==> src/rtl/bram_bist_driver.sv <==
// bram_bist_driver: BIST requester for a 1-write / 4-read block RAM.
// Fills every address with a deterministic pattern, reads it back four
// addresses per cycle over the four read ports, and reports pass/fail,
// a saturating mismatch count and the first failing address.
//
// state  | meaning
// -------+-----------------------------------------------------------
// IDLE   | after reset, waiting for start
// WRITE  | we=1, one address per cycle, 0..DEPTH_MEM-1
// READ   | four consecutive read addresses per cycle
// DRAIN  | last read group's data is being compared
// DONE   | results held, done=1, waiting for the next start
module bram_bist_driver #(
  parameter int unsigned         WID_MEM   = 1,
  parameter int unsigned         DEPTH_MEM = 128,
  parameter int unsigned         ADDR_W    = 7,
  parameter logic [WID_MEM-1:0]  SEED      = '0,
  parameter int unsigned         ERR_W     = 16
) (
  input  logic               clk,
  input  logic               reset,
  input  logic               start,
  input  logic               pat_inv,
  output logic               busy,
  output logic               done,
  output logic               pass,
  output logic [ERR_W-1:0]   err_count,
  output logic               first_err_valid,
  output logic [ADDR_W-1:0]  first_err_addr,
  output logic               we,
  output logic [ADDR_W-1:0]  waddr,
  output logic [WID_MEM-1:0] din,
  output logic [ADDR_W-1:0]  raddr1,
  output logic [ADDR_W-1:0]  raddr2,
  output logic [ADDR_W-1:0]  raddr3,
  output logic [ADDR_W-1:0]  raddr4,
  input  logic [WID_MEM-1:0] dout1,
  input  logic [WID_MEM-1:0] dout2,
  input  logic [WID_MEM-1:0] dout3,
  input  logic [WID_MEM-1:0] dout4
);

  localparam logic [2:0] S_IDLE  = 3'd0;
  localparam logic [2:0] S_WRITE = 3'd1;
  localparam logic [2:0] S_READ  = 3'd2;
  localparam logic [2:0] S_DRAIN = 3'd3;
  localparam logic [2:0] S_DONE  = 3'd4;

  localparam logic [ADDR_W-1:0] LAST_ADDR = ADDR_W'(DEPTH_MEM - 1);
  localparam logic [ADDR_W-1:0] LAST_BASE = ADDR_W'(DEPTH_MEM - 4);

  // Address zero-extended or truncated to the data width, then seeded/inverted.
  function automatic logic [WID_MEM-1:0] pat(input logic [ADDR_W-1:0] a, input logic inv);
    logic [WID_MEM+ADDR_W-1:0] ext;
    ext = {{WID_MEM{1'b0}}, a};
    return ext[WID_MEM-1:0] ^ SEED ^ {WID_MEM{inv}};
  endfunction

  logic [2:0]        state_q, state_d;
  logic              inv_q, inv_d;
  logic [ADDR_W-1:0] waddr_q, waddr_d;
  logic [ADDR_W-1:0] rbase_q, rbase_d;
  logic              check_q, check_d;
  logic [ADDR_W-1:0] base_q, base_d;
  logic [ERR_W-1:0]  err_q, err_d;
  logic              fev_q, fev_d;
  logic [ADDR_W-1:0] fea_q, fea_d;

  logic [ADDR_W-1:0] lane_addr [4];
  logic [3:0]        miss;
  logic [2:0]        miss_cnt;
  logic [ADDR_W-1:0] first_lane_addr;
  logic [ERR_W:0]    err_sum;

  // Per-lane compare of the registered read data against the expected pattern.
  always_comb begin
    lane_addr[0] = base_q;
    lane_addr[1] = base_q + ADDR_W'(1);
    lane_addr[2] = base_q + ADDR_W'(2);
    lane_addr[3] = base_q + ADDR_W'(3);
    miss[0] = check_q && (dout1 != pat(lane_addr[0], inv_q));
    miss[1] = check_q && (dout2 != pat(lane_addr[1], inv_q));
    miss[2] = check_q && (dout3 != pat(lane_addr[2], inv_q));
    miss[3] = check_q && (dout4 != pat(lane_addr[3], inv_q));
    miss_cnt = {2'b00, miss[0]} + {2'b00, miss[1]} + {2'b00, miss[2]} + {2'b00, miss[3]};
    if (miss[0])      first_lane_addr = lane_addr[0];
    else if (miss[1]) first_lane_addr = lane_addr[1];
    else if (miss[2]) first_lane_addr = lane_addr[2];
    else              first_lane_addr = lane_addr[3];
    err_sum = {1'b0, err_q} + (ERR_W+1)'(miss_cnt);
  end

  // Next-state: sequencing, address counters and result accumulation.
  always_comb begin
    state_d = state_q;
    inv_d   = inv_q;
    waddr_d = waddr_q;
    rbase_d = rbase_q;
    check_d = 1'b0;
    base_d  = base_q;
    err_d   = err_q;
    fev_d   = fev_q;
    fea_d   = fea_q;

    if (check_q) begin
      err_d = err_sum[ERR_W] ? {ERR_W{1'b1}} : err_sum[ERR_W-1:0];
      if ((|miss) && !fev_q) begin
        fev_d = 1'b1;
        fea_d = first_lane_addr;
      end
    end

    case (state_q)
      S_IDLE, S_DONE: begin
        if (start) begin
          state_d = S_WRITE;
          inv_d   = pat_inv;
          waddr_d = '0;
          err_d   = '0;
          fev_d   = 1'b0;
          fea_d   = '0;
        end
      end
      S_WRITE: begin
        if (waddr_q == LAST_ADDR) begin
          state_d = S_READ;
          rbase_d = '0;
        end else begin
          waddr_d = waddr_q + ADDR_W'(1);
        end
      end
      S_READ: begin
        check_d = 1'b1;
        base_d  = rbase_q;
        if (rbase_q == LAST_BASE) state_d = S_DRAIN;
        else                      rbase_d = rbase_q + ADDR_W'(4);
      end
      S_DRAIN: state_d = S_DONE;
      default: state_d = S_IDLE;
    endcase
  end

  // State and datapath registers.
  always_ff @(posedge clk or posedge reset) begin
    if (reset) begin
      state_q <= S_IDLE;
      inv_q   <= 1'b0;
      waddr_q <= '0;
      rbase_q <= '0;
      check_q <= 1'b0;
      base_q  <= '0;
      err_q   <= '0;
      fev_q   <= 1'b0;
      fea_q   <= '0;
    end else begin
      state_q <= state_d;
      inv_q   <= inv_d;
      waddr_q <= waddr_d;
      rbase_q <= rbase_d;
      check_q <= check_d;
      base_q  <= base_d;
      err_q   <= err_d;
      fev_q   <= fev_d;
      fea_q   <= fea_d;
    end
  end

  // Outputs; the write pair is held after WRITE so an always-enabled port stays harmless.
  always_comb begin
    busy            = (state_q == S_WRITE) || (state_q == S_READ) || (state_q == S_DRAIN);
    done            = (state_q == S_DONE);
    pass            = done && (err_q == '0);
    err_count       = err_q;
    first_err_valid = fev_q;
    first_err_addr  = fea_q;
    we              = (state_q == S_WRITE);
    waddr           = waddr_q;
    din             = pat(waddr_q, inv_q);
    if (state_q == S_READ) begin
      raddr1 = rbase_q;
      raddr2 = rbase_q + ADDR_W'(1);
      raddr3 = rbase_q + ADDR_W'(2);
      raddr4 = rbase_q + ADDR_W'(3);
    end else begin
      raddr1 = '0;
      raddr2 = '0;
      raddr3 = '0;
      raddr4 = '0;
    end
  end

endmodule
==> config.mk <==
export PLATFORM = sky130hd
export DESIGN_NAME = bram_bist_driver
export DESIGN_NICKNAME = d
export VERILOG_FILES = /design/src/rtl/bram_bist_driver.sv
export SDC_FILE = /design/constraint.sdc
export NUM_CORES = 1
export LEC_CHECK = 0
export BUFFER_PORTS_ARGS = -buffer_cell sky130_fd_sc_hd__buf_2
export CAP_MARGIN = 40
export CORE_MARGIN = 2
export CORE_UTILIZATION = 45
export CTS_BUF_LIST = sky130_fd_sc_hd__clkbuf_4
export CTS_CLUSTER_SIZE = 40
export DETAILED_ROUTE_END_ITERATION = 12
export PLACE_DENSITY = 0.82
export SYNTH_ARGS = -nofsm -noshare
export SYNTH_HDL_FRONTEND = slang
export SYNTH_SLANG_ARGS = --single-unit
==> constraint.sdc <==
create_clock -name clk -period 2.62 [get_ports clk]
set_input_delay 0.393 -clock clk [delete_from_list [all_inputs] [get_ports clk]]
set_output_delay 0.393 -clock clk [all_outputs]
set_load 0.01 [all_outputs]
==> impl_metrics.sql <==
INSERT INTO impl_metrics (metric_group, metric, value, unit) VALUES
('yosys', 'synth.area.mux_share', '0.04098', ''),
('finish', 'final-instance-count-excl-fill', '424', ''),
('yosys', 'synth_edf_count', '0', ''),
('floorplan', 'die_y', '81.71', 'µm'),
('timing', 'max_freq', '371.9', 'MHz'),
('timing', 'number_of_hold_violations_in_the_final_report', '0', ''),
('yosys', 'synth_top_flop_cell', 'sky130_fd_sc_hd__dfrtp_1', ''),
('clock_network', 'cts-root-buf', 'sky130_fd_sc_hd__clkbuf_4', ''),
('floorplan', 'initial_core_util', '0.4617', ''),
('route', 'drt_iter0_markers', '167', ''),
('setup_path', 'cp_max_fo', '4', ''),
('global_routing', 'grt_remaining_overflow', '0', ''),
('yosys', 'yosys_warnings', '0', ''),
('placed_design', 'number_of_cells_after_detailed_placement', '409', ''),
('route', 'routed_via_density', '5.389', ''),
('timing', 'final_period_minus_worst_setup_slack', '2.689', 'ns'),
('route', 'route.final.wire_length', '6132', 'µm'),
('finish', 'layout-drive-gt1-share', '0.3438', ''),
('global_routing', 'wire_length_of_the_first_global_routing_pass', '9922', 'µm'),
('finish', 'fillCellCount', '524', ''),
('finish', 'design.final.nets', '362', ''),
('yosys', 'synth.lib_cells_used.distinct', '51', ''),
('pwr', 'p_leak', '1.695', 'nW'),
('route', 'remaining_drc_errors', '0', ''),
('timing', 'fin_crit_sh', '1.026', ''),
('floorplan', 'fp.dieW', '81.71', 'µm'),
('timing', 'worst_slew_margin_rel', '0.6255', ''),
('min_path', 'worst_hold_path_type', 'input port to flip-flop', ''),
('finish', 'post-route-cell-area', '0.003234', 'mm²'),
('placed_design', 'post_dp_cell_area', '0.003069', 'mm²'),
('clock_network', 'cts_tree', 'built', ''),
('yosys', 'synth_simple_gate_area_share', '0.2339', ''),
('clock_network', 'cts.sink_count', '46', ''),
('flow_run', 'cap_viol_max_count', '0', ''),
('placed_design', 'dp_hpwl', '4443', 'µm'),
('floorplan', 'coreArea', '0.005886', 'mm²'),
('route', 'drt_pass1_iterations', '4', ''),
('finish', 'area_overhead_of_the_layout_relative_to_synthesis', '19.01', '%'),
('global_routing', 'number_of_global_route_vias_before_repair', '2105', ''),
('yosys', 'syn_inst', '280', ''),
('yosys', 'postSynth.asyncResetShare', '1.000', ''),
('status', 'failing_checks', 'setup timing', ''),
('yosys', 'synth_seq_area_share', '0.4236', ''),
('floorplan', 'ios', '72', ''),
('floorplan', 'die_area', '0.006677', 'mm²'),
('pwr', 'power.total', '1.484', 'mW'),
('timing', 'holdWs', '0.2291', 'ns'),
('timing', 'final.setup.worst_slack', '-0.06900', 'ns'),
('timing', 'finalClockSkew', '0.01405', 'ns'),
('setup_path', 'worst-endpoint-required', '2.88', 'ns'),
('yosys', 'synth-compound-area-share', '0.1192', ''),
('yosys', 'yosys.area_share.adder', '0.03591', ''),
('setup_path', 'r2r_path_start', 'inv_q$_DFFE_PP0P_', ''),
('timing', 'tightestPinTransition', '0.5574', 'ns'),
('clock_network', 'maximum_number_of_buffers_from_clock_root_to_sink', '2', ''),
('route', 'final_antenna_net_count', '0', ''),
('clock_network', 'worstSkewPairLatency', '0.36', 'ns'),
('yosys', 'avgSynthCellArea', '9.706', 'µm²'),
('min_path', 'worstHoldStart', 'pat_inv', ''),
('placed_design', 'portBuffers', '67', ''),
('yosys', 'post_synthesis_cell_area', '0.002718', 'mm²'),
('status', 'outcome', 'finished, violations left', ''),
('setup_path', 'critPathKind', 'flip-flop to flip-flop', ''),
('clock_network', 'cts-htree-levels', '2', ''),
('yosys', 'xor_xnor_cell_area_share_of_the_yosys_netlist', '0.03867', ''),
('finish', 'utilization', '0.5495', ''),
('floorplan', 'std_cell_rows', '28', ''),
('global_routing', 'grt_max_degree', '25', ''),
('setup_path', 'startpoint_type_of_the_worst_setup_path', 'flip-flop', ''),
('timing', 'setup_viol', '6', ''),
('placed_design', 'dpl_worst_slack', '-0.1241', 'ns');
-- cell usage in the layout (no fill, tap or decap), drive strengths merged, types with 3 or more instances in the layout --
master / count
buf: 87
dfrtp: 46
nand2: 30
nand3: 19
inv: 15
and2: 12
nand4: 10
o21ai: 10
mux2i: 10
xor2: 10
nor2: 9
a21oi: 9
a31oi: 6
a21o: 6
nor3: 6
o211ai: 6
clkbuf: 5
o31ai: 4
conb: 4
nor4: 4
or4: 3
o2111ai: 3
ha: 3
and3: 3
fa: 3
-- flip-flops by register name (all words and copies together) (netlist names) --
register / count
first_err_valid: 1
base_q: 5
check_q: 1
state_q: 3
inv_q: 1
rbase_q: 5
waddr: 7
err_count: 16
first_err_addr: 7
-- logic make-up after synthesis --
| family | after synthesis |
|---|---|
| compound gates | 48 |
| xor+xnor | 12 |
| fa+ha+maj | 6 |
| buf+inv | 45 |
| flops | 46 |
| mux | 11 |
| other cells | 1 |
| simple gates | 111 |
-- worst paths after layout --
path                                               end  slack, ns  cells past startpoint
max                             err_count[2]$_DFF_PP0_      -0.07                     12
min                                  inv_q$_DFFE_PP0P_       0.23                      3
max reg2reg                     err_count[2]$_DFF_PP0_      -0.07                     12
min reg2reg                      base_q[5]$_DFFE_PP0P_       0.50                      1
max in group asynchronous         waddr[0]$_DFFE_PP0P_       1.57                      4
min in group asynchronous  first_err_addr[0]$_DFF_PP0_       0.48                      3
-- timing repair --
| action | in CTS | in global routing |
|---|---|---|
| hold endpoints to repair | 8 | 0 |
| gates resized for setup | 4 | 6 |
| setup endpoints to repair | 14 | 16 |
| hold buffers | 1 | 0 |
| pin swaps | 7 | 4 |
| setup buffers | 2 | 4 |
-- cells in the mapped netlist (2+ instances only) --
cell / number / area [µm²]
sky130_fd_sc_hd__nand2_1: 29 / 108.9
sky130_fd_sc_hd__ha_1: 3 / 37.54
sky130_fd_sc_hd__buf_6: 4 / 45.04
sky130_fd_sc_hd__nand3_1: 18 / 90.09
sky130_fd_sc_hd__nand3b_1: 2 / 15.01
sky130_fd_sc_hd__o21ai_0: 10 / 50.05
sky130_fd_sc_hd__and2_2: 3 / 22.52
sky130_fd_sc_hd__clkbuf_1: 2 / 7.510
sky130_fd_sc_hd__nor4_1: 4 / 25.02
sky130_fd_sc_hd__xnor2_1: 2 / 17.52
sky130_fd_sc_hd__mux2i_1: 10 / 100.1
sky130_fd_sc_hd__o211ai_1: 5 / 37.54
sky130_fd_sc_hd__buf_2: 6 / 30.03
sky130_fd_sc_hd__inv_1: 14 / 52.55
sky130_fd_sc_hd__nor3_1: 6 / 30.03
sky130_fd_sc_hd__o31ai_1: 4 / 30.03
sky130_fd_sc_hd__nor2_1: 9 / 33.78
sky130_fd_sc_hd__a31oi_1: 6 / 37.54
sky130_fd_sc_hd__and2_1: 9 / 56.30
sky130_fd_sc_hd__nor4bb_1: 2 / 20.02
sky130_fd_sc_hd__buf_4: 17 / 127.6
sky130_fd_sc_hd__a21o_1: 6 / 45.04
sky130_fd_sc_hd__o2111ai_1: 3 / 26.28
sky130_fd_sc_hd__o211a_1: 2 / 20.02
sky130_fd_sc_hd__nand4_1: 10 / 62.56
sky130_fd_sc_hd__a21oi_1: 8 / 40.04
sky130_fd_sc_hd__xor2_1: 10 / 87.58
sky130_fd_sc_hd__or4_1: 3 / 22.52
sky130_fd_sc_hd__fa_1: 3 / 60.06
sky130_fd_sc_hd__or3b_1: 2 / 17.52
sky130_fd_sc_hd__and3_1: 3 / 18.77
sky130_fd_sc_hd__dfrtp_1: 46 / 1151
-- layout make-up --
| cell class | count | area (µm²) | share of cell area |
|---|---|---|---|
| Clock inverter | 3 | 23.77 | 0.007350 |
| Clock buffer | 5 | 37.54 | 0.01161 |
| Tap cell | 75 | 93.84 | 0.02901 |
| Timing Repair Buffer | 88 | 495.5 | 0.1532 |
| Multi-Input combinational cell | 192 | 1374 | 0.4248 |
| Inverter | 15 | 58.81 | 0.01818 |
| Sequential cell | 46 | 1151 | 0.3559 |
-- power breakdown --
part / internal, mW / total [mW] / leakage [nW] / switching [mW]
combinational: 0.132 / 0.296 / 1.04 / 0.164
sequential: 0.762 / 0.835 / 0.628 / 0.0736
clock: 0.108 / 0.353 / 0.0278 / 0.245
total: 1.00 / 1.48 / 1.69 / 0.483
-- metal layers --
layer,wire [µm],part of all wire,GRT usage,vias to the layer above
met5,0,0,0,-
met2,2958,0.48,0.2959,73
met3,352,0.057,0.04505,6
met4,59,0.0096,0.06333,0
li1,-,-,-,1113
met1,2762,0.45,0.2720,1093
-- worst max-delay path, cell delays in order (launching register included) --
cell and delay, ns:
sky130_fd_sc_hd__dfrtp_1 0.45, sky130_fd_sc_hd__xor2_1 0.18, sky130_fd_sc_hd__nand2_1 0.11, sky130_fd_sc_hd__fa_1 0.53, sky130_fd_sc_hd__fa_2 0.22, sky130_fd_sc_hd__inv_2 0.04
sky130_fd_sc_hd__fa_2 0.37, sky130_fd_sc_hd__buf_4 0.15, sky130_fd_sc_hd__buf_4 0.12, sky130_fd_sc_hd__buf_4 0.13, sky130_fd_sc_hd__a21o_1 0.17, sky130_fd_sc_hd__nand2_1 0.06
sky130_fd_sc_hd__a21oi_1 0.06
No activity file was read; power rests on OpenSTA's default activity.
